$ cat src/rtl/rle_pkg.sv
// Shared types and constants for the JPEG AC run-length symbol packer.
// Symbol field widths track the packer's default RUN_W/COEF_W.
package rle_pkg;

   localparam int unsigned RUN_W_DEF  = 4;
   localparam int unsigned COEF_W_DEF = 8;

   localparam logic [RUN_W_DEF-1:0]  ZRL_RUN   = '1;
   localparam logic [RUN_W_DEF-1:0]  EOB_RUN   = '0;
   localparam logic [COEF_W_DEF-1:0] EOB_VALUE = '0;

   typedef struct packed {
      logic                  eob;
      logic                  last;
      logic [RUN_W_DEF-1:0]  run;
      logic [COEF_W_DEF-1:0] value;
   } sym_t;

   localparam sym_t SYM_EOB = '{eob: 1'b1, last: 1'b1, run: EOB_RUN, value: EOB_VALUE};

   typedef enum logic [1:0] {
      StIdle,
      StScan,
      StEobPend
   } state_e;

   function automatic int unsigned clog2(input int unsigned value);
      int unsigned r;
      r = 0;
      while ((32'd1 << r) < value) r++;
      return r;
   endfunction

endpackage

$ cat src/rtl/rle_lane_prienc.sv
// Masked priority encoder: lowest lane at or above ptr_i holding a nonzero
// coefficient. Lane 0 sits in the MSBs of data_i.
module rle_lane_prienc
   import rle_pkg::*;
#(
   parameter  int unsigned LANES  = 8,
   parameter  int unsigned COEF_W = 8,
   localparam int unsigned IDX_W  = (clog2(LANES) > 0) ? clog2(LANES) : 1
) (
   input  logic [LANES*COEF_W-1:0] data_i,
   input  logic [IDX_W-1:0]        ptr_i,
   output logic                    found_o,
   output logic [IDX_W-1:0]        idx_o
);

   always_comb begin
      found_o = 1'b0;
      idx_o   = '0;
      // Walk from the top so the lowest qualifying lane wins.
      for (int i = int'(LANES) - 1; i >= 0; i--) begin
         if ((i >= int'(ptr_i)) &&
             (data_i[(int'(LANES) - 1 - i) * int'(COEF_W) +: COEF_W] != '0)) begin
            found_o = 1'b1;
            idx_o   = IDX_W'(i);
         end
      end
   end

endmodule

$ cat src/rtl/rle_symbol_packer.sv
// Run-length encoder for zigzag-ordered JPEG AC coefficients: one slice of
// LANES coefficients in, one (run, value) / ZRL / EOB symbol out per cycle.
module rle_symbol_packer
   import rle_pkg::*;
#(
   parameter int unsigned LANES     = 8,
   parameter int unsigned COEF_W    = COEF_W_DEF,
   parameter int unsigned RUN_W     = RUN_W_DEF,
   parameter int unsigned BLOCK_LEN = 64
) (
   input  logic                    clk,
   input  logic                    reset,
   input  logic                    in_valid,
   output logic                    in_ready,
   input  logic [LANES*COEF_W-1:0] in_data,
   output logic                    out_valid,
   input  logic                    out_ready,
   output logic [RUN_W-1:0]        out_run,
   output logic [COEF_W-1:0]       out_value,
   output logic                    out_eob,
   output logic                    out_last
);

   localparam int unsigned IDX_W   = (clog2(LANES) > 0) ? clog2(LANES) : 1;
   localparam int unsigned SLICES  = BLOCK_LEN / LANES;
   localparam int unsigned SIDX_W  = (clog2(SLICES) > 0) ? clog2(SLICES) : 1;
   localparam int unsigned ACC_W   = clog2(BLOCK_LEN) + 1;
   localparam int unsigned RUN_LIM = 2 ** RUN_W;

   state_e                  state_q, state_d;
   logic [LANES*COEF_W-1:0] slice_q, slice_d;
   logic [IDX_W-1:0]        ptr_q, ptr_d;
   logic [ACC_W-1:0]        acc_q, acc_d;
   logic [SIDX_W-1:0]       sidx_q, sidx_d;
   logic                    out_valid_q, out_valid_d;
   sym_t                    sym_q, sym_d;

   logic                    found;
   logic [IDX_W-1:0]        idx;
   logic [COEF_W-1:0]       lane [LANES];
   logic [ACC_W-1:0]        z;
   logic [ACC_W-1:0]        rest;
   logic                    out_free;
   logic                    accept;
   logic                    drop_slice;
   logic                    last_slice;

   for (genvar g = 0; g < int'(LANES); g++) begin : g_lane
      assign lane[g] = slice_q[(int'(LANES) - 1 - g) * int'(COEF_W) +: COEF_W];
   end

   rle_lane_prienc #(
      .LANES  (LANES),
      .COEF_W (COEF_W)
   ) u_prienc (
      .data_i  (slice_q),
      .ptr_i   (ptr_q),
      .found_o (found),
      .idx_o   (idx)
   );

   assign out_free   = !out_valid_q || out_ready;
   assign in_ready   = (state_q == StIdle) || ((state_q == StEobPend) && out_free);
   assign accept     = in_valid && in_ready;
   assign last_slice = (sidx_q == SIDX_W'(SLICES - 1));

   always_comb begin
      state_d     = state_q;
      slice_d     = slice_q;
      ptr_d       = ptr_q;
      acc_d       = acc_q;
      sidx_d      = sidx_q;
      out_valid_d = out_valid_q;
      sym_d       = sym_q;
      drop_slice  = 1'b0;
      z           = acc_q + ACC_W'(idx) - ACC_W'(ptr_q);
      rest        = ACC_W'(LANES) - ACC_W'(ptr_q);

      if (out_free) out_valid_d = 1'b0;

      unique case (state_q)
         StIdle: ;
         StScan: begin
            if (out_free) begin
               if (!found) begin
                  acc_d      = acc_q + rest;
                  drop_slice = 1'b1;
               end else if (z >= ACC_W'(RUN_LIM)) begin
                  // ZRL leaves the coefficient at idx for a later cycle.
                  out_valid_d = 1'b1;
                  sym_d       = '{eob: 1'b0, last: 1'b0, run: ZRL_RUN, value: '0};
                  acc_d       = z - ACC_W'(RUN_LIM);
                  ptr_d       = idx;
               end else begin
                  out_valid_d = 1'b1;
                  sym_d       = '{eob: 1'b0, last: 1'b0, run: z[RUN_W-1:0], value: lane[idx]};
                  acc_d       = '0;
                  ptr_d       = idx + IDX_W'(1);
                  drop_slice  = (idx == IDX_W'(LANES - 1));
               end

               if (drop_slice) begin
                  ptr_d   = '0;
                  state_d = StIdle;
                  sidx_d  = last_slice ? '0 : sidx_q + SIDX_W'(1);
                  if (last_slice) begin
                     // Trailing zeros become EOB; otherwise the symbol just built ends the block.
                     if (acc_d != '0) state_d = StEobPend;
                     else sym_d.last = 1'b1;
                     acc_d = '0;
                  end
               end
            end
         end
         StEobPend: begin
            if (out_free) begin
               out_valid_d = 1'b1;
               sym_d       = SYM_EOB;
               state_d     = StIdle;
            end
         end
         default: state_d = StIdle;
      endcase

      if (accept) begin
         slice_d = in_data;
         ptr_d   = '0;
         state_d = StScan;
      end
   end

   always_ff @(posedge clk) begin
      if (reset) begin
         state_q     <= StIdle;
         slice_q     <= '0;
         ptr_q       <= '0;
         acc_q       <= '0;
         sidx_q      <= '0;
         out_valid_q <= 1'b0;
         sym_q       <= '0;
      end else begin
         state_q     <= state_d;
         slice_q     <= slice_d;
         ptr_q       <= ptr_d;
         acc_q       <= acc_d;
         sidx_q      <= sidx_d;
         out_valid_q <= out_valid_d;
         sym_q       <= sym_d;
      end
   end

   assign out_valid = out_valid_q;
   assign out_run   = sym_q.run;
   assign out_value = sym_q.value;
   assign out_eob   = sym_q.eob;
   assign out_last  = sym_q.last;

endmodule
$ cat config.mk
export PLATFORM = sky130hd
export DESIGN_NAME = rle_symbol_packer
export DESIGN_NICKNAME = d
export VERILOG_FILES = /design/src/rtl/rle_pkg.sv /design/src/rtl/rle_lane_prienc.sv /design/src/rtl/rle_symbol_packer.sv
export SDC_FILE = /design/constraint.sdc
export NUM_CORES = 1
export LEC_CHECK = 0
export ABC_AREA = 1
export ABC_CLOCK_PERIOD_IN_PS = 5100
export CORE_AREA = 2 2 118 120
export CTS_CLUSTER_DIAMETER = 40
export DETAILED_ROUTE_END_ITERATION = 8
export DIE_AREA = 0 0 120 122
export PLACE_DENSITY = 0.6
export SLEW_MARGIN = 20
export SYNTH_ARGS = -nofsm -noshare
export SYNTH_HDL_FRONTEND = slang
export SYNTH_SLANG_ARGS = --single-unit
$ cat constraint.sdc
create_clock -name clk -period 5.1 [get_ports clk]
set_clock_uncertainty 0.2 [all_clocks]
set_input_delay 1.02 -clock clk [delete_from_list [all_inputs] [get_ports clk]]
set_output_delay 1.02 -clock clk [all_outputs]
set_load 0.005 [all_outputs]
======== Yosys cells after proc, flatten, opt, wreduce, memory -nomap -nowiden ========
Cells that the tools add are included.
word-level totals
  flip-flop bits (word level) ............. 94
  bits in latches ......................... 0
  memory bits (writable) .................. 0
  ROM bits ................................ 0
  output and inout bits ................... 16
  logic and storage cells ................. 126
  memories kept ........................... 0
operators by class
  add/sub/neg operators ................... 7
  multiply operators ...................... 0
  divide/modulo/power cells ............... 0
  magnitude comparators ................... 9
  equal/unequal tests ..................... 12
  shift-type cells ........................ 0
  multiplexer cells ....................... 53
  bitwise logic cells ..................... 2
  reductions and logical operators ........ 32
operators by type and width
  cell                   count
  $reduce_bool A8 Y1     8
  $mux W14               3
  $mux W7                6
  $mux W3                12
  $pmux W14 S2           1
  $bmux W8 S3            1
  $mux W1                20
  $mux W8                2
  $mux W12               1
  $reduce_and A4 Y1      3
  $mux W2                5
  $ne A2 B2 Y1 const B   5
  $ge A3 B3 Y1 const A   3
  $logic_and A1 B1 Y1    9
  $ne A3 B3 Y1 const B   3
  $reduce_and A3 Y1      3
  $add A7 B3 Y7          1
  $add A7 B7 Y7          1
  $ge A7 B5 Y1 const B   1
  $reduce_bool A7 Y1     1
  $sub A7 B3 Y7          1
  $sub A7 B5 Y7 const B  1
  $add A3 B1 Y3 const B  2
  $eq A3 B3 Y1 const B   2
  16 further kinds       20

======== Longest topological paths before layout ========
  depth after elaboration ................. 23
  depth in mapped cells ................... 36
  depth with buffers taken out ............ 35

======== Modules after synthesis ========
A second synthesis with hierarchy kept.
second synthesis, totals
  cells, all modules ...................... 780
  area total of the unflattened synthesis .. 5287.6 um^2
by module, submodules not included
  module             instances  cells each  area each (um^2)
  rle_symbol_packer  1          703         4936.0
  rle_lane_prienc    1          77          351.6

======== Least setup slack after synthesis ========
OpenSTA, ideal clock, no wires.
  path type ............................... reg2reg
  start ................................... register ptr_q[0]
  end ..................................... register acc_q[1]
  library setup time ...................... 70 ps
  data arrival time ....................... 4328 ps
  data required time ...................... 4830 ps
  slack ................................... 501 ps
  cell stages (with the launch flop) ...... 26
  path buffers ............................ 0
  period minus slack after synthesis ...... 4599 ps
  cell sequence ........................... dfxtp_1 > inv_1 > ha_1 > ha_1 > o22ai_4 > nand2_4 > nor3_4 > fa_1 > ha_1 > a21oi_1 > nand2_1 > a21oi_1 > xor2_1 > ha_1 > nand2_1 > nor3_1 > nand2_1 > nand2_1 > inv_1 > nand3_1 > o21ai_0 > inv_2 > nor2_1 > nor2_2 > o21ai_0 > a21oi_1
between the ends
  cells in the longest elaborated chain, start to end .. 18
ends and longest elaborated chain
  item                                           RTL line                                          RTL
  start: declaration                             rle_symbol_packer.sv:32                           logic [IDX_W-1:0] ptr_q, ptr_d;
  start signal: assignment                       rle_symbol_packer.sv:144                          ptr_q <= ptr_d;
  $ge A3 B3 Y1                                   rle_lane_prienc.sv:21                             if ((i >= int'(ptr_i)) &&
  $logic_and A1 B1 Y1                            rle_lane_prienc.sv:21
  $mux W3 (7 in a row)                           rle_lane_prienc.sv:21
  $add A7 B3 Y7                                  rle_symbol_packer.sv:76                           z = acc_q + ACC_W'(idx) - ACC_W'(ptr_q);
  $sub A7 B3 Y7                                  rle_symbol_packer.sv:76
  $sub A7 B5 Y7 or $ge A7 B5 Y1 (tied branches)  rle_symbol_packer.sv:92, rle_symbol_packer.sv:88
  $mux W7                                        rle_symbol_packer.sv:88                           end else if (z >= ACC_W'(RUN_LIM)) begin
  $mux W7                                        rle_symbol_packer.sv:85                           if (!found) begin
  $mux W7                                        rle_symbol_packer.sv:84                           if (out_free) begin
  $mux W7                                        rle_symbol_packer.sv:81                           unique case (state_q)
  $mux W7                                        rle_symbol_packer.sv:106                          if (last_slice) begin
  $mux W7 (*)                                    rle_symbol_packer.sv:102                          if (drop_slice) begin
  end signal: assignment                         rle_symbol_packer.sv:137                          acc_q <= '0;
  end signal: assignment                         rle_symbol_packer.sv:145                          acc_q <= acc_d;
  end: declaration                               rle_symbol_packer.sv:33                           logic [ACC_W-1:0] acc_q, acc_d;
Mark *: on every way between the ends. The rest lies on a longest branch, timed or not. The select of a mux whose other input is x is not followed.
A chain may end at the register's enable or synchronous reset.

======== Worst setup path after layout ========
  start ................................... register ptr_q[0]
  end ..................................... register acc_q[2]
The elaborated chain is that of the path after synthesis.

==> results.json <==
{
  "synth_seq_cells": 94,
  "n_antenna_cell": 0,
  "cts_tree": "done",
  "cp_data_required_time_ps": 5160,
  "synth_area_mm2": 0.00529,
  "seq_power_share": 0.206,
  "pwr-share-comb": 0.655,
  "grt_setup_unrepaired": "false",
  "hold_viol": 0,
  "fin_nets": 928,
  "hpwlAfterDp_um": 10800,
  "reg2reg_slack_ps": 370,
  "num_rows": 43,
  "dr_total_vias": 5148,
  "synth_cells": 764,
  "stdcell_count": 1015,
  "worstPathArrival_ps": 4790,
  "cts_made_buffers": 9,
  "tightestPinTransition_ps": 1080,
  "synth_edf_count": 0,
  "synth_area_leader_cell": "dfxtp_1",
  "clkTransAtPathRegs_ps": 70,
  "setup_viol": 0,
  "relSlewSlack": 0.277,
  "antenna_found_initial": 0,
  "dieWidth_um": 120,
  "netlist_top_cells_count": "116 x nand2_1, 111 x inv_1, 104 x nand3_1",
  "ant_nets": 0,
  "core_area_mm2": 0.0135,
  "drtPass1Iterations": 7,
  "p_leak_uw": 0.00283,
  "critPathLaunchType": "flip-flop",
  "holdPathStages": 2,
  "grt_pass1_vias": 4819,
  "io_buffer_count": 83,
  "crit_path_max_fanout": 7,
  "yosysSeqAreaShare": 0.356,
  "hp-class": "flip-flop to flip-flop",
  "drt_wl_total_um": 14300,
  "clockBufferDepth": 2,
  "end_kind": "flip-flop",
  "slew_viol_final": 0,
  "die_h_um": 122,
  "drive_above_1_share": 0.0707,
  "p_clk_frac": 0.139,
  "viasPerCell": 5.07,
  "grt_max_degree": 74,
  "total_power_uw": 4570,
  "htree_levels": 3,
  "power_switching_uw": 2280,
  "irDropWorstVdd_mv": 0.751,
  "final.setup.tns_ps": 0,
  "drtIter0Drc": 350,
  "syn_to_final_growth_pct": 24.4,
  "hold_ws_ps": 265,
  "timing.fmax_ghz": 0.211,
  "wl_per_cell_um": 14.1,
  "async_reset_ff_frac": 0,
  "cts.sinks": 94,
  "initial_core_util": 0.391,
  "place_area_mm2": 0.00625,
  "yosys_warnings": 0,
  "io_pins": 84,
  "synth.distinct_cells": 40,
  "drc": 0,
  "p_per_area_mw_per_mm2": 695,
  "grt_overflow_total": 0,
  "p_sw_frac": 0.498,
  "synthFlopType": "dfxtp_1",
  "outcome": "completed",
  "synth_most_common_cell": "nand2_1",
  "final_area_mm2": 0.00658,
  "syn_nets": 861,
  "synth_top_area_frac": 0.356,
  "cts.hold.buffers_added": 0,
  "reg2regPathDepth": 25,
  "insertion_delay_ps": 350,
  "placedCellCount": 997,
  "grt_pass1_wl_um": 23400,
  "synthTopCellsByArea": "dfxtp_1 36%, nand3_1 9.8%, a21oi_1 9.2%",
  "min_period_ps": 4730,
  "crit_type": "flip-flop to flip-flop",
  "gp_congestion": 0.877,
  "syn_area_per_cell_um2": 6.92,
  "cts_root_buf": "clkbuf_16",
  "finalCritPeriodShare": 0.928,
  "cellInternalPower_uw": 2290,
  "dieArea_mm2": 0.0146,
  "grt_use_total": 0.201,
  "maxCapViolations": 0
}
placed cells by master (no fill, tap or decap), types with 5 or more instances in the layout:
cell,synthesis,routed
ha_1,25,25
inv_1,111,111
buf_4,1,11
dfxtp_1,94,91
nand2_1,116,115
o21ai_0,85,85
clkdlybuf4s50_1,0,83
nand4_1,15,15
clkbuf_16,0,9
nor2_2,7,5
nand3_1,104,104
a21oi_1,97,96
nor2_1,32,32
power groups by stage:
stage	sequential, uW	combinational (uW)	clock, uW
after floorplan	932	2130	0
after global placement	954	2800	0
after detailed placement	957	2840	0
after CTS	942	2860	644
after global routing	959	3390	671
final	944	2990	633
through the flow:
step,utilization,setup WS [ps]
finish,0.487,368
floorplan,-,501
detailed placement,0.463,264
global placement,0.463,407
global route,0.487,0.328
CTS,0.483,222
metal layers:
layer  part of all wire  GRT usage  wire [um]
met1               0.47      0.261       6740
met2               0.47      0.334       6770
met3              0.041     0.0403        589
met4              0.017     0.0684        246
met5                  0          0          0
worst max-delay path, cell delays in order, from the launching register on:
cell	delay, ps
dfxtp_2	390
inv_1	100
ha_1	240
ha_1	220
o22ai_4	220
nand2_4	110
nor3_4	210
fa_1	450
ha_1	370
a21oi_1	160
nand2_1	120
a21oi_2	180
xor2_2	230
ha_1	190
nand2_1	60
nor3_1	160
nand2_1	70
nand2_1	60
inv_1	50
nand3_1	80
o21ai_0	100
inv_2	100
nor2_1	60
nor2_2	240
o21ai_0	140
a21oi_1	140
area by class of cell:
cell class / instances / area [um^2]
well taps: 180 / 225
clock inverters: 5 / 35.0
fillers: 1348 / 6930
repair buffers: 95 / 925
flip-flops and latches: 94 / 1890
inverters: 115 / 432
multi-input cells: 516 / 2830
clock buffers: 10 / 239
registers in the layout, indices dropped and copies added, names as in the netlist:
signal and flops:
acc_q 7, lane 64, out_eob 1, out_last 1, out_run 4, out_valid 1
out_value 8, ptr_q 3, sidx_q 3, state_q 2
kinds of logic (layout without fill, tap and decap cells):
kind of cell,Yosys count,after routing,synth area share
AOI/OAI and AO/OA,195,195,0.196
xor gates and xnor gates,6,6,0.0114
and+or+nand+nor,286,286,0.249
DFF,94,94,0.356
adders and majority gates,29,29,0.0743
buffers and inverters,154,225,0.113
worst paths after layout:
path / startpoint / end
setup / recovery: ptr_q[0]$_SDFFE_PP0P_ / acc_q[2]$_SDFFE_PP0P_
hold reg to reg: out_run[3]$_SDFFE_PP0P_ / out_run[3]$_SDFFE_PP0P_
setup reg to reg: ptr_q[0]$_SDFFE_PP0P_ / acc_q[2]$_SDFFE_PP0P_
hold / removal: out_run[3]$_SDFFE_PP0P_ / out_run[3]$_SDFFE_PP0P_
repair_timing:
action / CTS / global route
endpoints found under the setup margin: 0 / 21
buffers inserted: 0 / 3
gates resized for setup: 0 / 8
Note: power is estimated with default switching activity, not from simulation.
==> edit 1 (same flow settings) <==
Reset style: asynchronous (`reset`), changed in one clocked block.
--- a/src/rtl/rle_symbol_packer.sv
+++ b/src/rtl/rle_symbol_packer.sv
@@ -130,5 +130,5 @@
    end
 
-   always_ff @(posedge clk) begin
+   always_ff @(posedge clk or posedge reset) begin
       if (reset) begin
          state_q     <= StIdle;
Behaviour: differs if reset is asserted again (counterexample within 4 cycles, from zero or initial values and one cycle with reset high); with reset held inactive, the same outputs for 4 cycles.
==> edit 1 against the unedited design <==
  * Core utilization increased by 3.2 points
  * Total power fell by 0.95%
  * Synthesized area grew 6.4%
  * Worst setup slack worse by 0.096 ns
  * Sequential cell count did not move
  * Critical endpoint is now out_value[1]
  * Largest cell class unchanged
  * Design area up 6.5%
  * Routed wire length rose by 8.8%
==> edit 1: results (changes against the unedited design) <==
status=complete, no violations; r2r setup slk=0.27 ns (-0.10 ns); crit-path max FO=8 (+1); distinct cell type count after synthesis=36 (-10%); worst slew pin tran=1.04 ns (-0.0412 ns); Hold Path Sink=out_run[3]; top-area cell type share of the netlist area=41.8% (+6.2 points); clk slew on worst S/H paths=0.07 ns (about the same); drt pass-1 iters=5 (-2); GRT Util Overall=22.1% (+2.0 points); Synth Warn #=0 (unchanged); synth cell count leaders=nand2_1 (126), nor2_1 (120), nand3_1 (106); ant diodes=0 (unchanged); drt wl/cell=15.4 um (+8.6%); GPL Wtd Cong=0.903 (+2.9%); Post-synth ARST share=100% (+100 points); port bufs=83 (unchanged); end of the critical path=out_value[1]; sequential area share after synthesis=41.8% (+6.2 points); # nets final=929 (+0.11%); placed insts=1001 (+0.40%); Hold Crit Class=reg -> reg; Final HPWL DP=11800 um (+8.9%); slowest CP cell=nor2_1; vias per cell=5.15 (+1.5%); global-route wire length before repair=25400 um (+8.6%); critical path's largest stage delay=0.48 ns (+0.03 ns); Mapped Nets=854 (-0.81%); Mapped Avg Cell Area=7.43 um2 (+7.4%); placed cell area=6630 um2 (+6.1%); share of layout cells above drive strength 1=7.89% (+0.82 points); vias=5234 (+1.7%); Main synth FF type=dfrtp_1; fill count=1312 (-2.7%); Reg2Reg Depth=27 (+8.0%); beginning of the worst hold path=out_run[3]; initial antenna violation count=0 (unchanged); Synth area leaders=dfrtp_1 (42%), nand3_1 (9.4%), nand2_1 (8.4%), nor2_1 (8.0%), inv_1 (7.0%); static leakage=3.46 nW (+23%); data arrival time of the worst path=4.91 ns (+0.12 ns); DR iter-0 viols=409 (+17%); Max Buffers Root-to-Sink=2 (unchanged); worst vdd ir=0.000241 V (-68%); Root Buffer=clkbuf_16; FF-to-FF Start=ptr_q[1]; largest net degree at the start of global routing=106 (+43%); Final Hold Viols=0 (unchanged); CTS buffer count=9 (unchanged); Min Hold Slack=0.284 ns (+0.0188 ns); vias in the first global route=5361 (+11%)
edit 1: changes by cell type after synthesis, moves of 12 or more:
cell / unedited run / this run
a21oi_1: 97 / 65
dfrtp_1: 0 / 94
dfxtp_1: 94 / 0
clkbuf_1: 27 / 15
nor2_1: 32 / 120
o21ai_0: 85 / 14
edit 1: timing repair:
action	CTS	global route
endpoints found under the hold margin	0	0
resized for setup	0	12
setup endpoints to repair	0	24
edit 1: where the power goes:
part	switching, mW	total (mW)	internal [mW]	leakage [nW]
sequential	0.199	1.29	1.09	1.09
clock	0.302	0.759	0.457	0.162
combinational	1.57	2.48	0.906	2.21
edit 1: cell families after synthesis:
family | synth area share (%)
muxes | 0.801
xor gates and xnor gates | 0.779
DFF | 41.8
and+or+nand+nor | 29.8
adders and majority gates | 6.99
buffers and inverters | 9.57
AOI/OAI and AO/OA | 10.3
edit 1: stage by stage:
step,setup slack [ns],util (%)
final,0.272,51.8
after global routing,-0.0309,51.8
after CTS,0.123,51.6
after detailed placement,0.161,49.1
after global placement,0.324,49.1
after floorplan,0.689,-
edit 1: cell type report:
type	count	share of cell area (%)
clock buffer	11	3.61
clock inverter	5	1.16
inverter	110	5.95
multi-input combinational	525	39.6
sequential	94	33.6
tap	180	3.22
timing repair buffer	92	12.8
edit 1: layer usage:
layer | wire, um | part of all wire [%] | global-route usage (%) | up-vias
li1 | - | - | - | 2571
met1 | 6740 | 43 | 26.9 | 2496
met2 | 7770 | 50 | 38.9 | 131
met3 | 603 | 3.9 | 3.09 | 36
met4 | 503 | 3.2 | 10.2 | 0
met5 | 0 | 0 | 0 | -
edit 1: critical path, delay by kind of cell, from the launching register on:
kind	cells	cell delay, ns
and+or+nand+nor	17	2.07
adders and majority gates	5	1.44
DFF	1	0.43
AOI/OAI and AO/OA	2	0.33
buffers and inverters	3	0.27
==> edit 2 (same settings) <==
Made on the original files. Change the package constant `COEF_W_DEF` from 8 to 10.
--- a/src/rtl/rle_pkg.sv
+++ b/src/rtl/rle_pkg.sv
@@ -4,5 +4,5 @@
 
    localparam int unsigned RUN_W_DEF  = 4;
-   localparam int unsigned COEF_W_DEF = 8;
+   localparam int unsigned COEF_W_DEF = 10;
 
    localparam logic [RUN_W_DEF-1:0]  ZRL_RUN   = '1;
Interface: changed (resized in_data and out_value); port bits go from 84 to 102. The function was not compared with the original's and may differ.
==> edit 2 against the unedited design <==
  * First-iteration DRC count up 39%
  * Final cell count up 13%
  * Synthesized area up 15%
  * Sequential power up 18%
  * Synthesized cell count up 16%
  * Sequential cell count up 18
  * Total power up 20%
  * Via count up 19%
  * Design area up 15%
  * Routed wire length up 26%
  * Worst setup slack worse by 0.0065 ns
  * Critical path depth up 3
  * Largest cell class unchanged
  * Largest power group unchanged
==> edit 2: results (changes against the unedited design) <==
post-synthesis adder-cell area fraction=6.46% (-0.97 points); fin cells=1148 (+13%); worst vdd ir=0.000531 V (-29%); Hold Path Sink=out_eob; Top delay family on crit path=simple AND/OR/NAND/NOR gates; Place WS=0.181 ns (-0.0826 ns); R2R Path End=out_value[3]; worst slew pin tran=0.664 ns (-0.418 ns); final period utilization=92.9% (+0.13 points); port bufs=101 (+22%); beginning of the worst hold path=out_eob; share of layout cells above drive strength 1=5.48% (-1.6 points); critical path's largest stage delay=0.51 ns (+0.06 ns); drt pass-1 iters=5 (-2); met3 usage=4.26% (+0.23 points); max reg flops=80 (+25%); crit-path max FO=8 (+1); PwrDens=724 nW/um2 (+4.1%); GPL Wtd Cong=0.940 (+7.1%); status=complete, no violations; synth cell count leaders=nand3_1 (135), nand2_1 (132), inv_1 (124); Synth Area in XOR/XNOR=1.30% (+0.16 points); Reg2Reg Depth=28 (+12%); Min Hold Slack=0.265 ns (-0.000411 ns); global-route wire length before repair=28100 um (+20%)
edit 2: cell count changes in the layout (fill, tap and decap cells not counted), sizes merged, moves of 3 or more:
cell and change:
o21bai +3, o21ai +6, nand2 +14, nor2 +10, dfxtp +18, clkbuf +4, nand4 -4, clkdlybuf4s50 +18
nand3 +31, buf +3, nand3b +7, a21oi +12, inv +11
edit 2: power breakdown:
part | switching [mW] | internal, mW
sequential | 0.0856 | 1.02
combinational | 2.30 | 1.40
clock | 0.316 | 0.359
total | 2.70 | 2.78
edit 2: area by class of cell:
class / instances / area share, %
Sequential cell: 112 / 29.7
Clock inverter: 2 / 0.182
Clock buffer: 14 / 3.49
Multi-Input combinational cell: 596 / 42.3
Inverter: 128 / 6.35
Timing Repair Buffer: 116 / 15.0
Tap cell: 180 / 2.98
edit 2: layer usage:
layer	wire length [um]	vias to the layer above
li1	-	3069
met1	8490	2788
met3	1280	27
met4	523	0
met5	0	-
met2	7770	231
